$ cat config.mk
export PLATFORM = sky130hd
export DESIGN_NAME = wib_tx_arbiter
export DESIGN_NICKNAME = d
export VERILOG_FILES = /design/src/rtl/wib_tx_arbiter.sv
export SDC_FILE = /design/constraint.sdc
export NUM_CORES = 1
export LEC_CHECK = 0
export ABC_AREA = 1
export BUFFER_PORTS_ARGS = -buffer_cell sky130_fd_sc_hd__buf_2
export CAP_MARGIN = 20
export CORE_AREA = 4 4 104 106
export CTS_CLUSTER_DIAMETER = 60
export DETAILED_ROUTE_END_ITERATION = 12
export DIE_AREA = 0 0 108 110
export MAX_ROUTING_LAYER = met4
export PLACE_DENSITY = 0.66
export SLEW_MARGIN = 0
export SYNTH_ARGS = -nofsm -noshare
export SYNTH_HDL_FRONTEND = slang
export SYNTH_SLANG_ARGS = --single-unit
$ cat constraint.sdc
create_clock -name clk_axi -period 7.8 [get_ports clk_axi]
set_clock_uncertainty 0.05 [all_clocks]
set_input_delay 1.56 -clock clk_axi [delete_from_list [all_inputs] [get_ports clk_axi]]
set_output_delay 1.56 -clock clk_axi [all_outputs]
set_load 0.05 [all_outputs]
$ cat src/rtl/wib_tx_arbiter.sv
// WIB timing-TX request arbiter: synchronises and debounces the active-low BP_IO
// requests, grants one WIB at a time and sequences SFP2 TX enable around mux changes.
module wib_tx_arbiter #(
    parameter int N_WIB       = 6,
    parameter int SEL_W       = 3,
    parameter int SYNC_STAGES = 2,
    parameter int DEBOUNCE    = 16,
    parameter int GUARD       = 8,
    parameter int MAX_HOLD    = 0,
    parameter int IDLE_SEL    = 7
) (
    input  logic               clk_axi,
    input  logic               srst,
    input  logic [N_WIB-1:0]   bp_io_n,
    input  logic               arb_en,
    input  logic               rr_mode,
    input  logic [N_WIB-1:0]   req_mask,
    input  logic               err_clr,
    output logic [SEL_W-1:0]   wib_rx_sel,
    output logic               sfp2_tx_en,
    output logic               grant_valid,
    output logic [SEL_W-1:0]   grant_id,
    output logic [N_WIB-1:0]   req_filt,
    output logic               timeout_err,
    output logic [15:0]        grant_cnt
);

    localparam int DB_W = $clog2(DEBOUNCE + 1);
    localparam int GD_W = $clog2(GUARD + 1);
    localparam int HD_W = $clog2(MAX_HOLD + 2);
    localparam logic [SEL_W-1:0] SEL_IDLE = SEL_W'(IDLE_SEL);
    localparam logic [SEL_W-1:0] SEL_LAST = SEL_W'(N_WIB - 1);
    localparam logic [SEL_W:0]   IDX_WRAP = (SEL_W + 1)'(N_WIB);

    typedef enum logic [1:0] {
        ST_IDLE    = 2'd0,
        ST_SELECT  = 2'd1,
        ST_ACTIVE  = 2'd2,
        ST_RELEASE = 2'd3
    } state_t;

    logic [N_WIB-1:0] r_sync [SYNC_STAGES];
    logic [DB_W-1:0]  r_db_cnt [N_WIB];
    logic [N_WIB-1:0] r_req_filt;
    logic [N_WIB-1:0] r_lockout;
    state_t           r_state;
    logic [GD_W-1:0]  r_guard;
    logic [HD_W-1:0]  r_hold;
    logic [SEL_W-1:0] r_ptr;
    logic [SEL_W-1:0] r_sel;
    logic [SEL_W-1:0] r_grant_id;
    logic             r_tx_en;
    logic             r_grant_valid;
    logic             r_timeout_err;
    logic [15:0]      r_grant_cnt;

    logic [N_WIB-1:0] w_req_raw;
    logic [N_WIB-1:0] w_elig;
    logic [SEL_W-1:0] w_base;
    logic [SEL_W:0]   w_idx;
    logic [SEL_W-1:0] w_winner;
    logic             w_found;
    logic             w_drop;

    // Request synchroniser chain (requests arrive inverted on BP_IO)
    always_ff @(posedge clk_axi) begin
        if (srst) begin
            for (int s = 0; s < SYNC_STAGES; s++) begin
                r_sync[s] <= {N_WIB{1'b0}};
            end
        end else begin
            r_sync[0] <= ~bp_io_n;
            for (int s = 1; s < SYNC_STAGES; s++) begin
                r_sync[s] <= r_sync[s-1];
            end
        end
    end

    assign w_req_raw = r_sync[SYNC_STAGES-1];

    // Per-line debounce: filtered value flips after DEBOUNCE consecutive differing cycles
    always_ff @(posedge clk_axi) begin
        if (srst) begin
            r_req_filt <= {N_WIB{1'b0}};
            for (int i = 0; i < N_WIB; i++) begin
                r_db_cnt[i] <= {DB_W{1'b0}};
            end
        end else begin
            for (int i = 0; i < N_WIB; i++) begin
                if (w_req_raw[i] != r_req_filt[i]) begin
                    if (r_db_cnt[i] == DB_W'(DEBOUNCE - 1)) begin
                        r_req_filt[i] <= w_req_raw[i];
                        r_db_cnt[i]   <= {DB_W{1'b0}};
                    end else begin
                        r_db_cnt[i] <= r_db_cnt[i] + DB_W'(1);
                    end
                end else begin
                    r_db_cnt[i] <= {DB_W{1'b0}};
                end
            end
        end
    end

    assign w_elig = r_req_filt & ~req_mask & ~r_lockout;
    assign w_base = rr_mode ? r_ptr : {SEL_W{1'b0}};
    assign w_drop = ~r_req_filt[r_grant_id] | req_mask[r_grant_id] | ~arb_en;

    // Winner search: first eligible index starting at w_base, wrapping at N_WIB
    always_comb begin
        w_winner = {SEL_W{1'b0}};
        w_found  = 1'b0;
        w_idx    = {(SEL_W + 1){1'b0}};
        for (int k = 0; k < N_WIB; k++) begin
            w_idx = {1'b0, w_base} + (SEL_W + 1)'(k);
            if (w_idx >= IDX_WRAP) begin
                w_idx = w_idx - IDX_WRAP;
            end else begin
                w_idx = w_idx;
            end
            if (!w_found && w_elig[w_idx[SEL_W-1:0]]) begin
                w_found  = 1'b1;
                w_winner = w_idx[SEL_W-1:0];
            end else begin
                w_found  = w_found;
            end
        end
    end

    // Grant FSM with registered mux select, TX enable and bookkeeping
    always_ff @(posedge clk_axi) begin
        if (srst) begin
            r_state       <= ST_IDLE;
            r_guard       <= {GD_W{1'b0}};
            r_hold        <= {HD_W{1'b0}};
            r_ptr         <= {SEL_W{1'b0}};
            r_sel         <= SEL_IDLE;
            r_grant_id    <= {SEL_W{1'b0}};
            r_tx_en       <= 1'b0;
            r_grant_valid <= 1'b0;
            r_timeout_err <= 1'b0;
            r_grant_cnt   <= 16'd0;
            r_lockout     <= {N_WIB{1'b0}};
        end else begin
            r_lockout <= r_lockout & r_req_filt;
            if (err_clr) begin
                r_timeout_err <= 1'b0;
            end else begin
                r_timeout_err <= r_timeout_err;
            end
            case (r_state)
                ST_IDLE: begin
                    if (arb_en && w_found) begin
                        r_state       <= ST_SELECT;
                        r_grant_id    <= w_winner;
                        r_sel         <= w_winner;
                        r_grant_valid <= 1'b1;
                        r_grant_cnt   <= r_grant_cnt + 16'd1;
                        r_guard       <= GD_W'(GUARD - 1);
                    end else begin
                        r_state <= ST_IDLE;
                    end
                end
                ST_SELECT: begin
                    if (w_drop) begin
                        r_state <= ST_RELEASE;
                        r_guard <= GD_W'(GUARD - 1);
                    end else if (r_guard == {GD_W{1'b0}}) begin
                        r_state <= ST_ACTIVE;
                        r_tx_en <= 1'b1;
                        r_hold  <= HD_W'(1);
                        r_ptr   <= (r_grant_id == SEL_LAST) ? {SEL_W{1'b0}}
                                                            : r_grant_id + SEL_W'(1);
                    end else begin
                        r_guard <= r_guard - GD_W'(1);
                    end
                end
                ST_ACTIVE: begin
                    if (w_drop) begin
                        r_state <= ST_RELEASE;
                        r_tx_en <= 1'b0;
                        r_guard <= GD_W'(GUARD - 1);
                    end else if (MAX_HOLD != 0 && r_hold == HD_W'(MAX_HOLD)) begin
                        r_state                <= ST_RELEASE;
                        r_tx_en                <= 1'b0;
                        r_guard                <= GD_W'(GUARD - 1);
                        r_timeout_err          <= 1'b1;
                        r_lockout[r_grant_id]  <= 1'b1;
                    end else begin
                        r_hold <= r_hold + HD_W'(1);
                    end
                end
                ST_RELEASE: begin
                    if (r_guard == {GD_W{1'b0}}) begin
                        r_state       <= ST_IDLE;
                        r_sel         <= SEL_IDLE;
                        r_grant_valid <= 1'b0;
                    end else begin
                        r_guard <= r_guard - GD_W'(1);
                    end
                end
                default: begin
                    r_state       <= ST_IDLE;
                    r_tx_en       <= 1'b0;
                    r_grant_valid <= 1'b0;
                    r_sel         <= SEL_IDLE;
                end
            endcase
        end
    end

    assign wib_rx_sel  = r_sel;
    assign sfp2_tx_en  = r_tx_en;
    assign grant_valid = r_grant_valid;
    assign grant_id    = r_grant_id;
    assign req_filt    = r_req_filt;
    assign timeout_err = r_timeout_err;
    assign grant_cnt   = r_grant_cnt;

endmodule

==> results of run 1 <==
==> metrics by stage <==
step	area [um2]	instances	power (mW)	hold slack (ns)
2_1_floorplan	5050	686	0.530	0.338
3_3_place_gp	5380	852	0.542	0.340
3_5_place_dp	5380	852	0.543	0.346
4_1_cts	5580	868	0.868	0.350
5_1_grt	5580	868	0.896	0.369
6_report	5580	868	0.856	0.351
==> cells in the final DEF (no fill, tap or decap), types with 3 or more instances in the layout <==
cell,n
ha_1,28
o211ai_1,7
conb_1,31
xor2_1,12
nand2_2,8
clkinvlp_4,3
o21ai_0,25
nor3_1,19
nor3b_1,6
clkbuf_8,11
nand3_1,48
edfxtp_1,30
inv_1,91
o21ai_1,3
buf_2,45
o21bai_1,7
clkinv_1,4
nor2_1,83
a21oi_1,47
nand2_4,3
nand4_1,8
nand2_1,136
dfxtp_1,57
nand3_2,4
==> report_power, final <==
part	internal (mW)	switching (mW)	total, mW
sequential	0.480	0.00693	0.487
combinational	0.0141	0.0320	0.0461
clock	0.164	0.159	0.324
==> metal layers <==
layer | routed length (um) | track usage [%] | share of wire, %
met1 | 4960 | 23.9 | 49
met2 | 4620 | 31.0 | 46
met3 | 369 | 4.19 | 3.7
met4 | 85 | 4.15 | 0.85
met5 | 0 | - | 0
==> cell families after synthesis <==
group / share of synthesized area, %
simple gates: 29.7
mux: 0.405
fa+ha+maj: 7.09
buf+inv: 8.78
compound gates: 10.3
flops: 41.3
other cells: 0.152
xor+xnor: 2.30
==> layout make-up <==
type / count / area [um2] / share of cell area (%)
Inverter: 96 / 365 / 6.54
Timing Repair Buffer: 45 / 225 / 4.03
Sequential cell: 87 / 2040 / 36.6
Clock inverter: 5 / 56.3 / 1.01
Clock buffer: 11 / 151 / 2.71
Multi-Input combinational cell: 491 / 2580 / 46.2
Tap cell: 133 / 166 / 2.98
==> state kept, by name, indices dropped and copies added (netlist names), 4 cells and up <==
| signal | count |
|---|---|
| r_db_cnt | 30 |
| grant_cnt | 16 |
| r_sync | 12 |
| r_lockout | 6 |
| req_filt | 6 |
| r_guard | 4 |
==> how the worst min path moves through the flow <==
stage                            startpoint                       end  slack, ns  depth (start not counted)
detailed placement  r_sync[0][5]$_SDFF_PP0_  r_sync[0][11]$_SDFF_PP0_       0.35                          2
floorplan           r_sync[0][4]$_SDFF_PP0_  r_sync[0][10]$_SDFF_PP0_       0.34                          2
global route        r_sync[0][5]$_SDFF_PP0_  r_sync[0][11]$_SDFF_PP0_       0.37                          2
global placement    r_sync[0][5]$_SDFF_PP0_  r_sync[0][11]$_SDFF_PP0_       0.34                          2
finish              r_sync[0][5]$_SDFF_PP0_  r_sync[0][11]$_SDFF_PP0_       0.35                          2
CTS                 r_sync[0][5]$_SDFF_PP0_  r_sync[0][11]$_SDFF_PP0_       0.35                          2
==> worst reg2reg max path, stage by stage (launching register included) <==
cell and delay, ns:
dfxtp_1 0.34, nand2_4 0.13, clkinv_4 0.13, ha_1 0.40, inv_1 0.20, nand3_1 0.12
nand2_1 0.09, nand2_1 0.06, nand2_2 0.08, inv_1 0.06, nand3_2 0.09, nand3_2 0.10
nor2_4 0.17, nand4_4 0.13, nand3_4 0.24, inv_2 0.22, o21ai_0 0.19, nor2_1 0.07
==> flow_summary_export.csv, run 1 <==
group,metric,value,unit
synthesis,yosysUniqueCellTypes,39,
flow_run,max_cap_viol_count,0,
cts,cts_hold_buf,0,
sta,worst_slack,3.77,ns
drt,wl_per_cell,11.6,um
synthesis,ys_seq_area_share,41.3,%
sta,period_share,51.7,%
global_route,grt_pass1_wl,17.5,mm
drt,route.detailed.drc,0,
global_route,grt_max_degree,37,
floorplan,rows,36,
worst_setup_path,critPathCapture,"grant_id[2]$_SDFFE_PP0P_",
drt,drt_wl_total,10.0,mm
synthesis,ys_warn_count,0,
cts,numCtsBuffers,9,
finish,antennaDiodeCount,0,
worst_setup_path,critical_path_cell_count,17,
sta,drv_slew,0,
worst_setup_path,required,8.00,ns
worst_setup_path,crit_chain,"buf_2 > nand2_1 > ha_1 > inv_1 > nand3_1 > nand2_1 > nand2_1 > nand2_2 > inv_1 > nand3_2 > nand3_2 > nor2_4 > nand4_4 > nand3_4 > inv_2 > o21ai_0 > nor2_1",
worst_setup_path,crit_path_top_delay_cell,"ha_1",
worst_setup_path,crit_family,"simple AND/OR/NAND/NOR gates",
global_route,grt_overflow,0,
synthesis,synth_area,0.00494,mm2
worst_setup_path,critPathBufInv,4,
placed_design,dp_slack,3.40,ns
synthesis,synth_common_cells,"nand2_1, inv_1, nor2_1",
drt,drt-initial-drc-count,222,
cts,ctsResizeCount,0,
floorplan,dieHeight,110,um
worst_setup_path,crit_fanout,24,
sta,fin_setup_tns,0,ns
outcome,status,"complete, no violations",
worst_setup_path,worstSetupEndpointType,"flip-flop",
floorplan,pin_count,48,
sta,rsz0062_at_grt,"no",
sta,slew_headroom,47.1,%
cts,post_cts_buffers,0,
floorplan,core,0.00977,mm2
cts,clock-sinks,87,
synthesis,synth_most_common_cell,"nand2_1",
synthesis,yosys.area.top_type_share,23.1,%
pwr,leakagePower,2.49,nW
global_route,grt_pass1_vias,3934,
drt,ant_nets,0,
sta,worst_slew_pin_slew,0.789,ns
synthesis,synth-edff-count,30,
sta,setup_viol,0,
synthesis,netlist_instances,657,
worst_setup_path,r2r_slack,4.83,ns
pwr,cellPowerDensity,153,mW/mm2
synthesis,synth.area.top_cells,"dfxtp_1, edfxtp_1, nand2_1, ha_1, inv_1",
worst_setup_path,worstSetupStartpointType,"input pin",
cts,clkTransAtPathRegs,0.09,ns
worst_setup_path,crit_type,"input pin to flip-flop",
finish,nets,775,
sta,hold_viol,0,
worst_setup_path,reg2reg_to,"grant_id[2]$_SDFFE_PP0P_",
sta,fin_crit,4.03,ns
placed_design,gp_congestion,1.02,
floorplan,die_w,108,um
cts,h-tree-depth,3,
synthesis,yosys.area.top_type,"dfxtp_1",
finish,utilization,57.1,%
pwr,ir_drop,0.000118,V
finish,num-fill-cells,967,
synthesis,synth.ff_latch_count,87,
placed_design,portBuffers,45,
cts,clock_path_buffers,2,
synthesis,syn_area_per_cell,7.53,um2
global_route,grt_util_all_layers,18.8,%
drt,via_per_inst,4.91,
global_route,antenna_found_initial,0,
floorplan,initial_utilization,50.6,%
worst_setup_path,critPathLaunch,"rr_mode",
cts,cts_tree,"built",
drt,first_pass_iters,4,
worst_setup_path,r2r-start,"r_ptr[0]$_SDFFE_PP0P_",
sta,max_freq,248,MHz
drt,vias,4265,
floorplan,dieArea,0.0119,mm2
cts,insertion_delay,0.35,ns
cts,cts_root_buf,"clkbuf_8",
worst_setup_path,arrival,4.23,ns
finish,drive_gt1_share,10.9,%
synthesis,synthFlopType,"dfxtp_1",
worst_setup_path,max_stage_delay,0.46,ns
placed_design,dp_hpwl,7.62,mm
synthesis,async_flop_share,0,%
worst_setup_path,worst_path_most_repeated_cell,"nand2_1",
finish,synthToLayoutAreaGrowth,12.9,%
hold_path,hp-class,"flip-flop to flip-flop",
worst_setup_path,rr_worst_depth,17,
No activity file was read; power rests on OpenSTA's default activity.
==> inputs of run 2 (changes only) <==
--- a/config.mk
+++ b/config.mk
@@ -13,7 +13,7 @@
 export DETAILED_ROUTE_END_ITERATION = 12
 export DIE_AREA = 0 0 108 110
 export MAX_ROUTING_LAYER = met4
-export PLACE_DENSITY = 0.66
+export PLACE_DENSITY = 0.69
 export SLEW_MARGIN = 0
 export SYNTH_ARGS = -nofsm -noshare
 export SYNTH_HDL_FRONTEND = slang
==> constraint.sdc (replaced) <==
create_clock -name clk_axi -period 3.4 [get_ports clk_axi]
set_clock_uncertainty 0.05 [all_clocks]
set_input_delay 0.68 -clock clk_axi [delete_from_list [all_inputs] [get_ports clk_axi]]
set_output_delay 0.68 -clock clk_axi [all_outputs]
set_load 0.05 [all_outputs]
==> run 2 against run 1 <==
Sequential share of layout area barely moved. Utilization is 0.064 points lower. Die area unchanged. Highest routed layer unchanged.
==> flow_summary_export.csv, run 2 (same netlist as run 1, synthesis figures left out) <==
group,metric,value,unit
outcome,status,"complete, no violations",
cts,ctsResizeCount,0,
global_route,antenna_found_initial,0,
pwr,p_clk_share,34.0,%
cts,cts_tree,"built",
pwr,leakagePower,2.50,nW
cts,cts_root_buf,"clkbuf_8",
sta,fin_crit,2.92,ns
finish,nets,777,
worst_setup_path,arrival,3.10,ns
sta,holdWs,0.355,ns
sta,slew_headroom,48.4,%
cts,numCtsBuffers,9,
pwr,p_seq_share,60.2,%
hold_path,hp-class,"flip-flop to flip-flop",
pwr,cellPowerDensity,333,mW/mm2
placed_design,portBuffers,45,
sta,drv_slew,0,
worst_setup_path,worstSetupStartpointType,"input pin",
sta,worst_slew_pin_slew,0.770,ns
placed_design,gp_congestion,0.923,
floorplan,dieArea,0.0119,mm2
drt,first_pass_iters,7,
drt,via_per_inst,4.98,
floorplan,core,0.00977,mm2
worst_setup_path,crit_type,"input pin to flip-flop",
global_route,grt_pass1_vias,4056,
finish,synthToLayoutAreaGrowth,12.8,%
drt,vias,4340,
cts,clock-sinks,87,
global_route,grt_max_degree,36,
floorplan,pin_count,48,
pwr,ir_drop,0.000262,V
sta,worst_slack,0.484,ns
global_route,grt_overflow,0,
placed_design,dp_hpwl,7.61,mm
floorplan,dieHeight,110,um
worst_setup_path,required,3.58,ns
pwr,p_comb_share,5.8,%
floorplan,initial_utilization,50.6,%
cts,clock_path_buffers,2,
drt,ant_nets,0,
sta,period_share,85.8,%
finish,layout_commonest_cell,"nand2_1",
finish,mostFrequentLayoutCells,"nand2_1, inv_1, nor2_1",
placed_design,dp_slack,0.122,ns
global_route,grt_pass1_wl,17.5,mm
cts,insertion_delay,0.35,ns
drt,drt_wl_total,9.94,mm
pwr,p_sw_share,24.5,%
worst_setup_path,worstSetupEndpointType,"flip-flop",
pwr,finalPower,1.86,mW
drt,drt-initial-drc-count,206,
sta,hold_viol,0,
sta,fin_setup_tns,0,ns
finish,top_register,"r_db_cnt",
cts,clkTransAtPathRegs,0.09,ns
floorplan,rows,36,
flow_run,max_cap_viol_count,0,
cts,post_cts_buffers,0,
sta,rsz0062_at_grt,"no",
drt,wl_per_cell,11.4,um
sta,max_freq,343,MHz
finish,drive_gt1_share,11.0,%
sta,setup_viol,0,
floorplan,die_w,108,um
pwr,intPower,1.40,mW
pwr,switchingPower,454,uW
cts,h-tree-depth,3,
finish,largest_reg_flops,30,
worst_setup_path,crit_fanout,16,
global_route,grt_util_all_layers,18.7,%
cts,cts_hold_buf,0,
drt,route.detailed.drc,0,
-- run 2: changes by cell type in the layout (fill, tap and decap cells not counted), sizes merged --
cell and delta:
buf +2, inv +2, clkinv +4, diode +1, clkbuf -2, bufinv -1
clkinvlp -3
-- run 2: layout make-up --
| type | count | area (um2) |
|---|---|---|
| antenna | 1 | 2.50 |
| clock buffer | 9 | 124 |
| clock inverter | 7 | 47.5 |
| timing repair buffer | 47 | 253 |
| multi-input combinational | 491 | 2580 |
| tap | 133 | 166 |
| fill | 915 | 4200 |
| sequential | 87 | 2040 |
| inverter | 96 | 365 |
-- run 2: stage by stage --
stage               cell area [um2]  util, %  instances
finish                         5580     57.1        871
global placement               5400     55.3        854
detailed placement             5400     55.3        854
CTS                            5580     57.0        870
floorplan                      5050        -        686
global route                   5580     57.0        870
-- run 2: final timing paths --
| path | cells past startpoint | to | startpoint | slack [ns] |
|---|---|---|---|---|
| max reg2reg | 17 | grant_id[1]$_SDFFE_PP0P_ | r_ptr[0]$_SDFFE_PP0P_ | 0.66 |
| min | 2 | r_sync[0][10]$_SDFF_PP0_ | r_sync[0][4]$_SDFF_PP0_ | 0.35 |
| max | 18 | grant_id[1]$_SDFFE_PP0P_ | rr_mode | 0.48 |
| min reg2reg | 2 | r_sync[0][10]$_SDFF_PP0_ | r_sync[0][4]$_SDFF_PP0_ | 0.35 |
-- run 2: power by group through the flow --
stage	sequential (mW)	clock, mW	combinational, mW
global route	1.12	0.706	0.126
finish	1.12	0.631	0.108
CTS	1.12	0.660	0.108
floorplan	1.14	0	0.0715
detailed placement	1.14	0	0.108
global placement	1.14	0	0.104
-- run 2: per-layer routing --
| metal | up-vias | global-route usage (%) | part of all wire, % |
|---|---|---|---|
| li1 | 2261 | - | - |
| met5 | - | - | 0 |
| met4 | 0 | 7.03 | 1.8 |
| met3 | 18 | 3.38 | 4.7 |
| met1 | 1974 | 22.7 | 46 |
| met2 | 87 | 31.3 | 47 |
-- run 2: critical path: stages --
cell and delay (ns):
buf_2 0.15, nand2_4 0.15, clkinv_4 0.12, ha_1 0.39, inv_1 0.18, nand3_1 0.13, nand2_1 0.09, nand2_1 0.06
nand2_2 0.08, inv_1 0.05, nand3_2 0.09, nand3_2 0.10, nor2_4 0.17, nand4_4 0.13, nand3_4 0.13, inv_2 0.14
o21ai_0 0.17, nor2_1 0.07
==> inputs of run 3 (changes only) <==
--- a/config.mk
+++ b/config.mk
@@ -14,6 +14,7 @@
 export DIE_AREA = 0 0 108 110
 export MAX_ROUTING_LAYER = met4
 export PLACE_DENSITY = 0.69
+export REMOVE_ABC_BUFFERS = 1
 export SLEW_MARGIN = 0
 export SYNTH_ARGS = -nofsm -noshare
 export SYNTH_HDL_FRONTEND = slang
==> run 3 against run 2 <==
Critical path depth did not move. Flip-flop and latch count stayed put. Utilization grew 0.51 points. Non-clock buffer count up 2. Cell area increased by 0.90%. Count of clock-buffer cells in the layout stayed put. Via count fell by 1.3%. Sequential power about the same. Wire length up 2.0%. Total power up 9.1%. Combinational power about the same. Critical endpoint is now grant_id[2]$_SDFFE_PP0P_. Largest cell class unchanged.
==> flow_summary_export.csv, run 3 (same netlist as run 1, synthesis figures left out) <==
group,metric,value,unit
outcome,status,"complete, no violations",
floorplan,die_w,108,um
hold_path,hp-class,"flip-flop to flip-flop",
worst_setup_path,crit_type,"input pin to flip-flop",
global_route,antenna_found_initial,0,
cts,post_cts_buffers,0,
worst_setup_path,max_stage_delay,0.40,ns
sta,max_freq,342,MHz
worst_setup_path,crit_path_top_delay_cell,"ha_1",
placed_design,gp_congestion,0.924,
drt,drt-initial-drc-count,176,
finish,final_area,0.00563,mm2
worst_setup_path,crit_chain,"buf_2 > nand2_4 > clkinv_4 > ha_1 > inv_1 > nand3_1 > nand2_1 > nand2_1 > nand2_2 > inv_1 > nand3_2 > nand3_2 > nor2_4 > nand4_4 > nand3_4 > inv_2 > o21ai_0 > nor2_1",
pwr,leakagePower,2.52,nW
finish,mostFrequentLayoutCells,"nand2_1, inv_1, nor2_1",
global_route,grt_max_degree,36,
drt,vias,4283,
finish,nets,779,
sta,worst_slew_pin_slew,0.711,ns
drt,route.detailed.drc,0,
drt,wl_per_cell,11.6,um
cts,ctsResizeCount,0,
worst_setup_path,critical_path_cell_count,18,
worst_setup_path,required,3.60,ns
sta,worst_slack,0.477,ns
worst_setup_path,rr_worst_depth,17,
drt,via_per_inst,4.91,
worst_setup_path,arrival,3.12,ns
pwr,cellPowerDensity,360,mW/mm2
floorplan,initial_utilization,50.6,%
sta,fin_crit,2.92,ns
flow_run,max_cap_viol_count,0,
sta,period_share,86.0,%
global_route,grt_util_all_layers,19.1,%
placed_design,dp_slack,0.130,ns
finish,largest_reg_flops,30,
pwr,p_seq_share,55.1,%
worst_setup_path,critPathCapture,"grant_id[2]$_SDFFE_PP0P_",
finish,drive_gt1_share,11.5,%
floorplan,dieHeight,110,um
floorplan,dieArea,0.0119,mm2
worst_setup_path,worstSetupStartpointType,"input pin",
pwr,p_comb_share,5.3,%
cts,numCtsBuffers,9,
sta,fin_setup_tns,0,ns
drt,first_pass_iters,4,
cts,clock_path_buffers,2,
drt,drt_wl_total,10.1,mm
worst_setup_path,crit_family,"simple AND/OR/NAND/NOR gates",
floorplan,pin_count,48,
worst_setup_path,critPathLaunch,"rr_mode",
placed_design,portBuffers,45,
cts,h-tree-depth,3,
worst_setup_path,reg2reg_to,"grant_id[2]$_SDFFE_PP0P_",
finish,layout_commonest_cell,"nand2_1",
sta,slew_headroom,52.2,%
floorplan,rows,36,
finish,stdcell_count,873,
finish,top_register,"r_db_cnt",
floorplan,core,0.00977,mm2
global_route,grt_pass1_wl,17.8,mm
sta,rsz0062_at_grt,"no",
cts,cts_root_buf,"clkbuf_8",
cts,clkTransAtPathRegs,0.08,ns
placed_design,dpl_cell_area,0.00541,mm2
finish,num-fill-cells,929,
pwr,p_sw_share,23.4,%
worst_setup_path,r2r-start,"r_ptr[0]$_SDFFE_PP0P_",
finish,register_area,0.00204,mm2
placed_design,dp_hpwl,7.77,mm
pwr,p_clk_share,39.5,%
global_route,grt_overflow,0,
finish,synthToLayoutAreaGrowth,13.8,%
sta,drv_slew,0,
worst_setup_path,crit_fanout,16,
sta,setup_viol,0,
pwr,ir_drop,0.000192,V
finish,multi_input_area,0.00258,mm2
placed_design,placed_cells,856,
global_route,grt_pass1_vias,4047,
cts,clock-sinks,87,
pwr,intPower,1.55,mW
worst_setup_path,r2r_slack,0.62,ns
worst_setup_path,critPathBufInv,5,
cts,cts_hold_buf,0,
drt,ant_nets,0,
cts,insertion_delay,0.36,ns
worst_setup_path,worstSetupEndpointType,"flip-flop",
cts,cts_tree,"built",
sta,hold_viol,0,
pwr,switchingPower,473,uW
-- run 3: changes by cell type in the layout (fill, tap and decap cells not counted), sizes merged --
cell	delta
clkinvlp	+1
clkinv	-3
buf	+2
bufinv	+2
-- run 3: final cells by class --
| type | count | area share [%] |
|---|---|---|
| multi-input combinational | 491 | 45.8 |
| sequential | 87 | 36.3 |
| inverter | 96 | 6.49 |
| timing repair buffer | 49 | 4.54 |
| tap | 133 | 2.96 |
| clock buffer | 9 | 2.20 |
| clock inverter | 7 | 1.69 |
| antenna | 1 | 0.0445 |
-- run 3: worst min-delay path: stages, from the launching register on --
cell	delay (ns)
dfxtp_1	0.31
inv_1	0.04
nor2_1	0.03
-- run 3: how the worst min path moves through the flow --
stage                            start                  endpoint  slack (ns)  cells past startpoint
2_1_floorplan  r_sync[0][4]$_SDFF_PP0_  r_sync[0][10]$_SDFF_PP0_        0.34                      2
3_3_place_gp   r_sync[0][4]$_SDFF_PP0_  r_sync[0][10]$_SDFF_PP0_        0.34                      2
3_5_place_dp   r_sync[0][5]$_SDFF_PP0_  r_sync[0][11]$_SDFF_PP0_        0.34                      2
4_1_cts        r_sync[0][2]$_SDFF_PP0_   r_sync[0][8]$_SDFF_PP0_        0.36                      2
5_1_grt        r_sync[0][3]$_SDFF_PP0_   r_sync[0][9]$_SDFF_PP0_        0.38                      2
6_report       r_sync[0][2]$_SDFF_PP0_   r_sync[0][8]$_SDFF_PP0_        0.36                      2
-- run 3: routing by layer --
layer	vias to the layer above	wire length (um)	GRT usage [%]	part of all wire, %
met1	1938	4830	23.9	48
li1	2267	-	-	-
met4	0	123	5.68	1.2
met2	67	4800	31.5	47
met5	-	0	-	0
met3	11	388	3.79	3.8
-- run 3: power by group through the flow --
stage               combinational (mW)  clock (mW)  sequential [mW]
finish                           0.108       0.800             1.12
global route                     0.128       0.867             1.12
CTS                              0.108       0.824             1.12
detailed placement               0.108           0             1.14
global placement                 0.105           0             1.14
floorplan                       0.0631           0             1.14
-- run 3: through the flow --
| step | power [mW] | utilization, % | hold slack (ns) |
|---|---|---|---|
| after floorplan | 1.21 | - | 0.338 |
| after global placement | 1.24 | 55.3 | 0.339 |
| after detailed placement | 1.25 | 55.3 | 0.343 |
| after CTS | 2.05 | 57.6 | 0.358 |
| after global routing | 2.11 | 57.6 | 0.381 |
| final | 2.02 | 57.6 | 0.358 |
